[src/rtl/ra_pq_kv_demux.sv]
// Buffered 1-to-2 kv steering block.
// Each output channel has its own FIFO so one stalled bank never blocks the other.
package pq_pkg;
  typedef struct packed {
    logic [7:0]  key;
    logic [15:0] val;
  } kv_t;
endpackage

module ra_pq_kv_demux
  import pq_pkg::*;
#(
  parameter int DEPTH = 2,
  localparam int CW = $clog2(DEPTH + 1)
) (
  input  logic          clk,
  input  logic          rst,
  input  logic          flush,
  input  logic          in_valid,
  output logic          in_ready,
  input  kv_t           in_kv,
  input  logic          in_sel,
  output logic          out0_valid,
  input  logic          out0_ready,
  output kv_t           out0_kv,
  output logic          out1_valid,
  input  logic          out1_ready,
  output kv_t           out1_kv,
  output logic [CW-1:0] out0_count,
  output logic [CW-1:0] out1_count
);

  localparam int PW = $clog2(DEPTH);
  localparam logic [CW-1:0] FULL = CW'(DEPTH);

  logic [PW-1:0] rp  [2];
  logic [PW-1:0] wp  [2];
  logic [CW-1:0] cnt [2];
  kv_t           mem [2][DEPTH];
  logic [1:0]    push;
  logic [1:0]    pop;

  // A full channel refuses even if it pops this cycle.
  always_comb begin
    in_ready = !flush && (cnt[in_sel] != FULL);
    push = '0;
    push[in_sel] = in_valid && in_ready;
    pop[0] = (cnt[0] != '0) && out0_ready;
    pop[1] = (cnt[1] != '0) && out1_ready;
  end

  always_ff @(posedge clk or posedge rst) begin
    if (rst) begin
      for (int c = 0; c < 2; c++) begin
        rp[c]  <= '0;
        wp[c]  <= '0;
        cnt[c] <= '0;
        for (int i = 0; i < DEPTH; i++)
          mem[c][i] <= '0;
      end
    end else if (flush) begin
      for (int c = 0; c < 2; c++) begin
        rp[c]  <= '0;
        wp[c]  <= '0;
        cnt[c] <= '0;
      end
    end else begin
      for (int c = 0; c < 2; c++) begin
        if (push[c]) begin
          mem[c][wp[c]] <= in_kv;
          wp[c] <= wp[c] + 1'b1;
        end
        if (pop[c])
          rp[c] <= rp[c] + 1'b1;
        unique case ({push[c], pop[c]})
          2'b10:   cnt[c] <= cnt[c] + 1'b1;
          2'b01:   cnt[c] <= cnt[c] - 1'b1;
          default: cnt[c] <= cnt[c];
        endcase
      end
    end
  end

  assign out0_valid = (cnt[0] != '0);
  assign out1_valid = (cnt[1] != '0);
  assign out0_kv    = mem[0][rp[0]];
  assign out1_kv    = mem[1][rp[1]];
  assign out0_count = cnt[0];
  assign out1_count = cnt[1];

endmodule

[config.mk]
export PLATFORM = sky130hd
export DESIGN_NAME = ra_pq_kv_demux
export DESIGN_NICKNAME = d
export VERILOG_FILES = /design/src/rtl/ra_pq_kv_demux.sv
export SDC_FILE = /design/constraint.sdc
export NUM_CORES = 1
export LEC_CHECK = 0
export ABC_CLOCK_PERIOD_IN_PS = 9250
export BUFFER_PORTS_ARGS = -buffer_cell sky130_fd_sc_hd__buf_2
export CORE_MARGIN = 3
export CORE_UTILIZATION = 36
export CTS_BUF_LIST = sky130_fd_sc_hd__clkbuf_16
export DETAILED_ROUTE_END_ITERATION = 8
export PLACE_DENSITY = 0.63
export SLEW_MARGIN = 20
export SYNTH_ARGS = -nofsm -noshare
export SYNTH_HDL_FRONTEND = slang
export SYNTH_SLANG_ARGS = --single-unit
[constraint.sdc]
create_clock -name clk -period 9.25 [get_ports clk]
set_input_delay 0.925 -clock clk [delete_from_list [all_inputs] [get_ports clk]]
set_output_delay 0.925 -clock clk [all_outputs]
set_load 0.02 [all_outputs]
Word level (Yosys, flattened, before mapping)
Cells that the tools add are included.

Register bits after elaboration: 104. Input bits: 31. Output and inout bits: 55. Logic and storage cells: 87.

Add/sub/neg operators: 8. Magnitude comparators: 9. Eq/ne operators: 5. Multiplexer cells: 26. Bitwise gates (word level): 7. Reductions and logical operators: 18.

Operators with widths (number): $mux W24 (8); $bwmux W48 (2); $demux W24 S1 (2); $reduce_bool A2 Y1 (6); $ge A2 B2 Y1 const B (5); $mux W2 (5); $not A1 Y2 (5); $pmux W2 S2 (2); $logic_and A1 B1 Y1 (7); $reduce_bool A3 Y1 (2); $mux W1 (5); $add A1 B1 Y1 const B (4); $add A2 B1 Y2 const B (2); $eq A2 B1 Y1 const B (2); $eq A2 B2 Y1 const B (2); $lt A2 B1 Y1 const B (2); $mux W4 (1); $reduce_and A2 Y1 (2); $sub A2 B1 Y2 const B (2); $and A2 B2 Y2 (1); $lt A1 B2 Y1 const B (1); $ne A2 B2 Y1 const B (1); $demux W1 S1 (1); $ge A1 B1 Y1 const B (1); other kinds (2) (2).

Depth between registers and ports, before layout
Gate-level depths: netlist (run 1).

Word-level depth: 11. Mapped depth: 6. Gate-level depth less buffers: 3.

Least setup slack after synthesis (run 1)
Ideal clock, no wire load.

Path kind: input -> output. From: input in_sel. To: output in_ready. Arrival: 1.660 ns. Required time: 8.325 ns. Slack: 6.665 ns. Stages: 3. Buffers on the path: 1. Path through: buf_4 > mux2_2 > nor2_1.

Word-level cells in the longest chain between the ends: 6.

RTL lines: from (decl) (RTL line 22) `input logic in_sel,`; $not A1 Y2 (implied by the code) (RTL line 45) `in_ready = !flush && (cnt[in_sel] != FULL);`; $mux W2 (implied by the code) (3 in a row) (RTL line 45); $ne A2 B2 Y1 (RTL line 45); $logic_and A1 B1 Y1 (RTL line 45); to (decl) (RTL line 20) `output logic in_ready,`.

No other way between the ends. The select of a mux whose other input is x is not followed.

==> results of run 1 <==
==> cells in the final DEF, fill, tap and decap left out, drive strengths merged <==
| cell | netlist | routed |
|---|---|---|
| nor2b | 3 | 3 |
| nand2b | 2 | 2 |
| or2 | 2 | 2 |
| mux2i | 1 | 1 |
| a21oi | 5 | 5 |
| clkbuf | 2 | 9 |
| dfrtp | 104 | 104 |
| a31oi | 1 | 1 |
| nand3b | 1 | 1 |
| xor2 | 2 | 2 |
| o2bb2a | 2 | 2 |
| nor3 | 1 | 1 |
| o211ai | 2 | 2 |
| nor4bb | 1 | 1 |
| inv | 1 | 6 |
| o21ai | 4 | 4 |
| or4b | 2 | 2 |
| clkinvlp | 0 | 1 |
| buf | 17 | 89 |
| nand2 | 2 | 2 |
| nor2 | 3 | 3 |
| nand3 | 1 | 1 |
| o21bai | 2 | 2 |
| or4 | 1 | 1 |
| and4b | 1 | 1 |
| or3 | 2 | 2 |
| bufinv | 0 | 1 |
| mux2 | 145 | 145 |
==> layer usage <==
layer  vias to the layer above  part of all wire (%)  track usage, %
met3                        14                   5.4            4.00
met5                         -                     0               0
met2                        66                    48            21.9
met4                         0                   1.6            5.26
met1                      1450                    45            17.9
li1                       1278                     -               -
==> final timing paths <==
kind	start	endpoint	slack, ps	cells past startpoint
max in group asynchronous	rst	rp[0]$_DFFE_PP0P_	7450	3
hold / removal	mem[10]$_DFFE_PP0P_	mem[10]$_DFFE_PP0P_	500	1
min in group asynchronous	rst	mem[72]$_DFFE_PP0P_	670	2
setup / recovery	rp[0]$_DFFE_PP0P_	out1_kv[20]	6320	3
hold reg to reg	mem[10]$_DFFE_PP0P_	mem[10]$_DFFE_PP0P_	500	1
setup reg to reg	out0_count[1]$_DFFE_PP0P_	mem[68]$_DFFE_PP0P_	7320	3
==> power breakdown <==
group	internal, mW	total (mW)	switching, mW
registers	0.557	0.612	0.0553
logic	0.201	0.367	0.166
clock network	0.216	0.397	0.181
total	0.974	1.38	0.402
==> cell families after synthesis <==
kind of cell,count (synthesis)
mux,146
flops,104
simple gates,22
buf+inv,20
compound gates,16
xor+xnor,2
==> metrics by stage <==
step	util [%]	hold slack [ps]
finish	43.0	503
global route	43.0	518
CTS	43.0	507
detailed placement	40.7	490
global placement	40.7	481
floorplan	-	474
==> cell type report <==
type                       count  area [µm²]
sequential                   104        2600
timing repair buffer          89         455
inverter                       1        6.26
clock inverter                 7        83.8
clock buffer                   9         225
tap                          176         220
multi-input combinational    186        2170
fill                        1246        7630
==> critical path, delay by kind of cell (launching register included) <==
kind	cells	cell delay, ps
mux	1	380
flops	1	750
buf+inv	2	520
==> sequential cells by signal, summed over array words and instances (netlist names) <==
name	count
mem	96
out0_count	2
out1_count	2
rp	2
wp	2
==> results.yml, run 1 <==
status:
  status: "finished, final reports clean"
timing:
  worst_slack_ps: 6320
  rsz0062_at_grt: "false"
  relSlewSlack_pct: 55.7
  finalHoldViolations: 0
  max_freq_mhz: 341
  min_period_ps: 2930
  setup_viol: 0
  slew_viol_final: 0
  finalCritPeriodShare_pct: 31.7
  timing_worst_slew_pin_value_ps: 665
  skew_ps: 4.38
  finalSetupTns_ps: 0
placed_design:
  hpwl_mm: 6.46
  place_area_um2: 5460
  place_inst: 556
  pre_cts_slack_ps: 6620
  globalplace.congestion: 0.760
  io_buffers: 85
synthesis:
  synth_xor_area_share_pct: 0.352
  synth_most_common_cell: "dfrtp_1"
  synth_cell_types: 33
  ys_seq_elements: 104
  netlist_top_cells_area: "dfrtp_1 (52%), mux2_2 (19%), mux2_4 (18%)"
  syn_inst: 310
  synthAdderAreaFrac_pct: 0
  syn-cell-area_um2: 4980
  synth_compound_area_share_pct: 2.04
  synth.top_cell.area_share_pct: 52.3
  avgSynthCellArea_um2: 16.1
  synth_nets: 341
  yosysTopAreaCell: "dfrtp_1"
  yosysWarnings: 0
  synthArstFlopShare_pct: 100
  synth_top_flop_cell: "dfrtp_1"
  synth_edf_count: 0
  synthTopCellsByCount: "dfrtp_1 (104), mux2_2 (85), mux2_4 (60), buf_12 (6), a21oi_1 (5)"
  muxShareOfSynthArea_pct: 37.5
  synth_top_family_by_area: "multiplexers"
  synth-simple-area-share_pct: 3.59
  ys_seq_area_share_pct: 52.3
routing:
  drtIter0Drc: 91
  viasPerCell: 4.91
  final_antenna_net_count: 0
  drt_wl_total_mm: 10.1
  drc_errors: 0
  dr_total_vias: 2808
  wl_per_cell_um: 17.6
  firstDrtPassIters: 4
setup_path:
  critPathLaunchType: "flip-flop"
  cpPeakStageDelay_ps: 750
  worstSetupPathType: "flip-flop to primary output"
  required_ps: 8330
  critPathSlowestCell: "dfrtp_1"
  arrival_ps: 2010
  cp_max_fo: 13
  path_cells: "buf_4, mux2_2, buf_2"
  setup.worst_path.end_class: "primary output"
floorplan:
  dieHeight_um: 124
  coreArea_um2: 13400
  initial_core_util_pct: 37.1
  ios: 86
  die-area_um2: 15300
  die_w_um: 124
  num_rows: 42
power:
  p_leak_nw: 2.83
  ir_worst_vdd_uv: 88.4
  power.density_nw_per_um2: 239
  p_total_mw: 1.38
cts:
  insertion_delay_ps: 350
  cts_root_buffer: "clkbuf_16"
  ctsHoldBuffers: 0
  cts_buffer_depth: 2
  ctsResizeCount: 0
  htree_levels: 3
  cts_tree: "done"
  clock-sinks: 104
  clk_pin_slew_worst_paths_ps: 70
  post-cts-setup-buffer-count: 0
  numCtsBuffers: 9
finish:
  fin_area_um2: 5770
  final_layout_size_suffix_gt1_share_pct: 65.7
  diodes: 0
  nets: 422
  syn2layout_area_growth_pct: 15.8
  instances_no_fill: 572
grt:
  antenna_found_initial: 0
  grt_max_degree: 54
  grt_pass1_wl_mm: 16.0
  grt_pass1_vias: 2963
  grt_util_all_layers_pct: 13.8
  gr-total-overflow: 0
job:
  maxCapViolCount: 0
worst_hold_path:
  min_path_type: "flip-flop to flip-flop"
(Power assumes the default switching activity.)
==> run 2, diff against run 1 <==
--- a/config.mk
+++ b/config.mk
@@ -5,13 +5,14 @@
 export SDC_FILE = /design/constraint.sdc
 export NUM_CORES = 1
 export LEC_CHECK = 0
-export ABC_CLOCK_PERIOD_IN_PS = 9250
+export ABC_AREA = 1
+export ABC_CLOCK_PERIOD_IN_PS = 3040
 export BUFFER_PORTS_ARGS = -buffer_cell sky130_fd_sc_hd__buf_2
 export CORE_MARGIN = 3
 export CORE_UTILIZATION = 36
 export CTS_BUF_LIST = sky130_fd_sc_hd__clkbuf_16
 export DETAILED_ROUTE_END_ITERATION = 8
-export PLACE_DENSITY = 0.63
+export PLACE_DENSITY = 0.64
 export SLEW_MARGIN = 20
 export SYNTH_ARGS = -nofsm -noshare
 export SYNTH_HDL_FRONTEND = slang
==> constraint.sdc (replaced) <==
create_clock -name clk -period 3.04 [get_ports clk]
set_input_delay 0.304 -clock clk [delete_from_list [all_inputs] [get_ports clk]]
set_output_delay 0.304 -clock clk [all_outputs]
set_load 0.02 [all_outputs]
==> run 2 against run 1 <==
Effect of this change:
- global-route usage increased by 3.1 points
- largest cell class unchanged
- clock skew about the same
- final cell count increased by 46%
- highest routed layer is now met5
- worst setup slack got worse by 5600 ps
- die area decreased by 4.4%
- total power increased to 3.3 times the previous value
- utilization increased by 0.27 points
- critical path depth increased by 1
- first-iteration DRC count increased to 2.7 times the previous value
- register-to-register slack got worse by 6200 ps
==> results.yml, run 2 <==
power:
  p_leak_nw: 2.80
  power.density_nw_per_um2: 820
  p_total_mw: 4.54
  ir_worst_vdd_uv: 347
synthesis:
  syn_inst: 585
  ys_seq_elements: 104
  ys_seq_area_share_pct: 54.9
  synth_top_flop_cell: "dfrtp_1"
  synth-simple-area-share_pct: 19.8
  synth_xor_area_share_pct: 0.185
  avgSynthCellArea_um2: 8.11
  synth_most_common_cell: "nand2_1"
  synth_nets: 616
  synthArstFlopShare_pct: 100
  synth_compound_area_share_pct: 16.0
  synth_cell_types: 20
  yosysWarnings: 0
  netlist_top_cells_area: "dfrtp_1 (55%), nand2_1 (17%), o21ai_0 (14%)"
  synth_edf_count: 0
  synthTopCellsByCount: "nand2_1 (209), o21ai_0 (128), dfrtp_1 (104), inv_1 (61)"
  synth_top_family_by_area: "simple AND/OR/NAND/NOR gates"
  muxShareOfSynthArea_pct: 0
  synthAdderAreaFrac_pct: 0
  yosysTopAreaCell: "dfrtp_1"
  synth.top_cell.area_share_pct: 54.9
  syn-cell-area_um2: 4740
grt:
  grt_util_all_layers_pct: 16.9
  grt_max_degree: 60
  grt_pass1_wl_mm: 19.5
  grt_pass1_vias: 3857
  use_met3_pct: 4.91
  gr-total-overflow: 0
  antenna_found_initial: 1
  grtUsageMet2_pct: 27.5
  gr-usage-met1_pct: 22.4
  top_usage_layer: "met2"
cts:
  cts_root_buffer: "clkbuf_16"
  insertion_delay_ps: 340
  clk_pin_slew_worst_paths_ps: 70
  cts_tree: "done"
  post-cts-setup-buffer-count: 0
  clock-sinks: 104
  numCtsBuffers: 9
  htree_levels: 3
  cts_buffer_depth: 2
  ctsResizeCount: 0
  ctsHoldBuffers: 0
placed_design:
  hpwl_mm: 8.13
  io_buffers: 85
  globalplace.congestion: 0.876
timing:
  finalSetupTns_ps: 0
  relSlewSlack_pct: 45.0
  finalCritPeriodShare_pct: 76.2
  slew_viol_final: 0
  rsz0062_at_grt: "false"
  timing_worst_slew_pin_value_ps: 824
  max_freq_mhz: 432
  skew_ps: 4.81
  hold_ws_ps: 29.5
  finalHoldViolations: 0
  setup_viol: 0
  min_period_ps: 2320
routing:
  dr_total_vias: 4029
  drc_errors: 0
  final_antenna_net_count: 0
  drt_wl_total_mm: 12.0
  drtIter0Drc: 244
  wl_per_cell_um: 14.4
  viasPerCell: 4.84
  firstDrtPassIters: 5
floorplan:
  initial_core_util_pct: 37.1
  num_rows: 41
  dieHeight_um: 121
  die_w_um: 121
  ios: 86
  coreArea_um2: 12800
  die-area_um2: 14600
finish:
  syn2layout_area_growth_pct: 16.6
  nets: 687
  diodes: 0
  final_layout_size_suffix_gt1_share_pct: 17.7
  final_common_cell: "nand2_1"
  largest_reg_flops: 96
  layout_common_cells: "nand2_1 (209), o21ai_0 (128), dfrtp_1 (104)"
  largest_register: "mem"
  final_util_pct: 43.3
setup_path:
  cp-startpoint: "rp[0]$_DFFE_PP0P_"
  required_ps: 2740
  critPathLaunchType: "flip-flop"
  worstSetupPathType: "flip-flop to primary output"
  arrival_ps: 2010
  setup.worst_path.end_class: "primary output"
  reg2reg_from: "out1_count[0]$_DFFE_PP0P_"
  cp_max_fo: 29
status:
  status: "finished, final reports clean"
job:
  maxCapViolCount: 0
worst_hold_path:
  min_path_type: "primary input to async pin"
## run 2: cell types whose count changed after synthesis, moves of 4 or more
cell / before / now
nand2_1: 2 / 209
o21ai_0: 4 / 128
mux2_2: 85 / 0
inv_1: 1 / 61
mux2_4: 60 / 0
o21ai_1: 0 / 21
clkbuf_1: 2 / 21
buf_12: 6 / 0
nand3_1: 1 / 7
buf_1: 4 / 0
buf_6: 4 / 8
nand4_1: 0 / 4
nor2_2: 0 / 4
## run 2: through the flow
| stage | area, µm² | setup WS (ps) | cells |
|---|---|---|---|
| finish | 5530 | 723 | 833 |
| global route | 5530 | 577 | 833 |
| floorplan | 4740 | 3.81 | 585 |
| global placement | 5270 | 1080 | 817 |
| CTS | 5530 | 731 | 833 |
| detailed placement | 5270 | 980 | 817 |
## run 2: area by class of cell
| cell class | instances | area, µm² |
|---|---|---|
| fill | 1304 | 7240 |
| sequential | 104 | 2600 |
| multi-input combinational | 385 | 1710 |
| timing repair buffer | 94 | 505 |
| inverter | 62 | 235 |
| clock buffer | 9 | 225 |
| tap | 172 | 215 |
| clock inverter | 7 | 38.8 |
## run 2: path summary, 6_finish.rpt
path	slack (ps)	end	cells past startpoint
min	30	mem[83]$_DFFE_PP0P_	2
min reg2reg	480	mem[12]$_DFFE_PP0P_	2
max reg2reg	1150	mem[42]$_DFFE_PP0P_	8
max in group asynchronous	2280	mem[51]$_DFFE_PP0P_	3
max	720	out1_kv[20]	4
min in group clk	230	out1_count[0]$_DFFE_PP0P_	4
## run 2: report_power, final
part	internal [mW]	switching (mW)	leakage, nW
combinational	0.463	0.988	1.35
clock	0.547	0.503	0.132
sequential	1.82	0.215	1.32
total	2.83	1.71	2.80
## run 2: cells by family after synthesis
kind of cell,after synthesis
AO/OA/AOI/OAI,152
XOR/XNOR,1
buffers and inverters,96
AND/OR/NAND/NOR,232
flip-flops,104
## run 2: routing by layer
metal | routed length (µm) | share of wire, %
met1 | 5460 | 46
met4 | 165 | 1.4
met2 | 5530 | 46
met5 | 7 | 0.059
met3 | 799 | 6.7
## run 2: worst max-delay path: stages, from the launching register on
cell and delay, ps:
dfrtp_1 870, buf_4 370, nand2_1 90, o21ai_0 120, buf_2 210
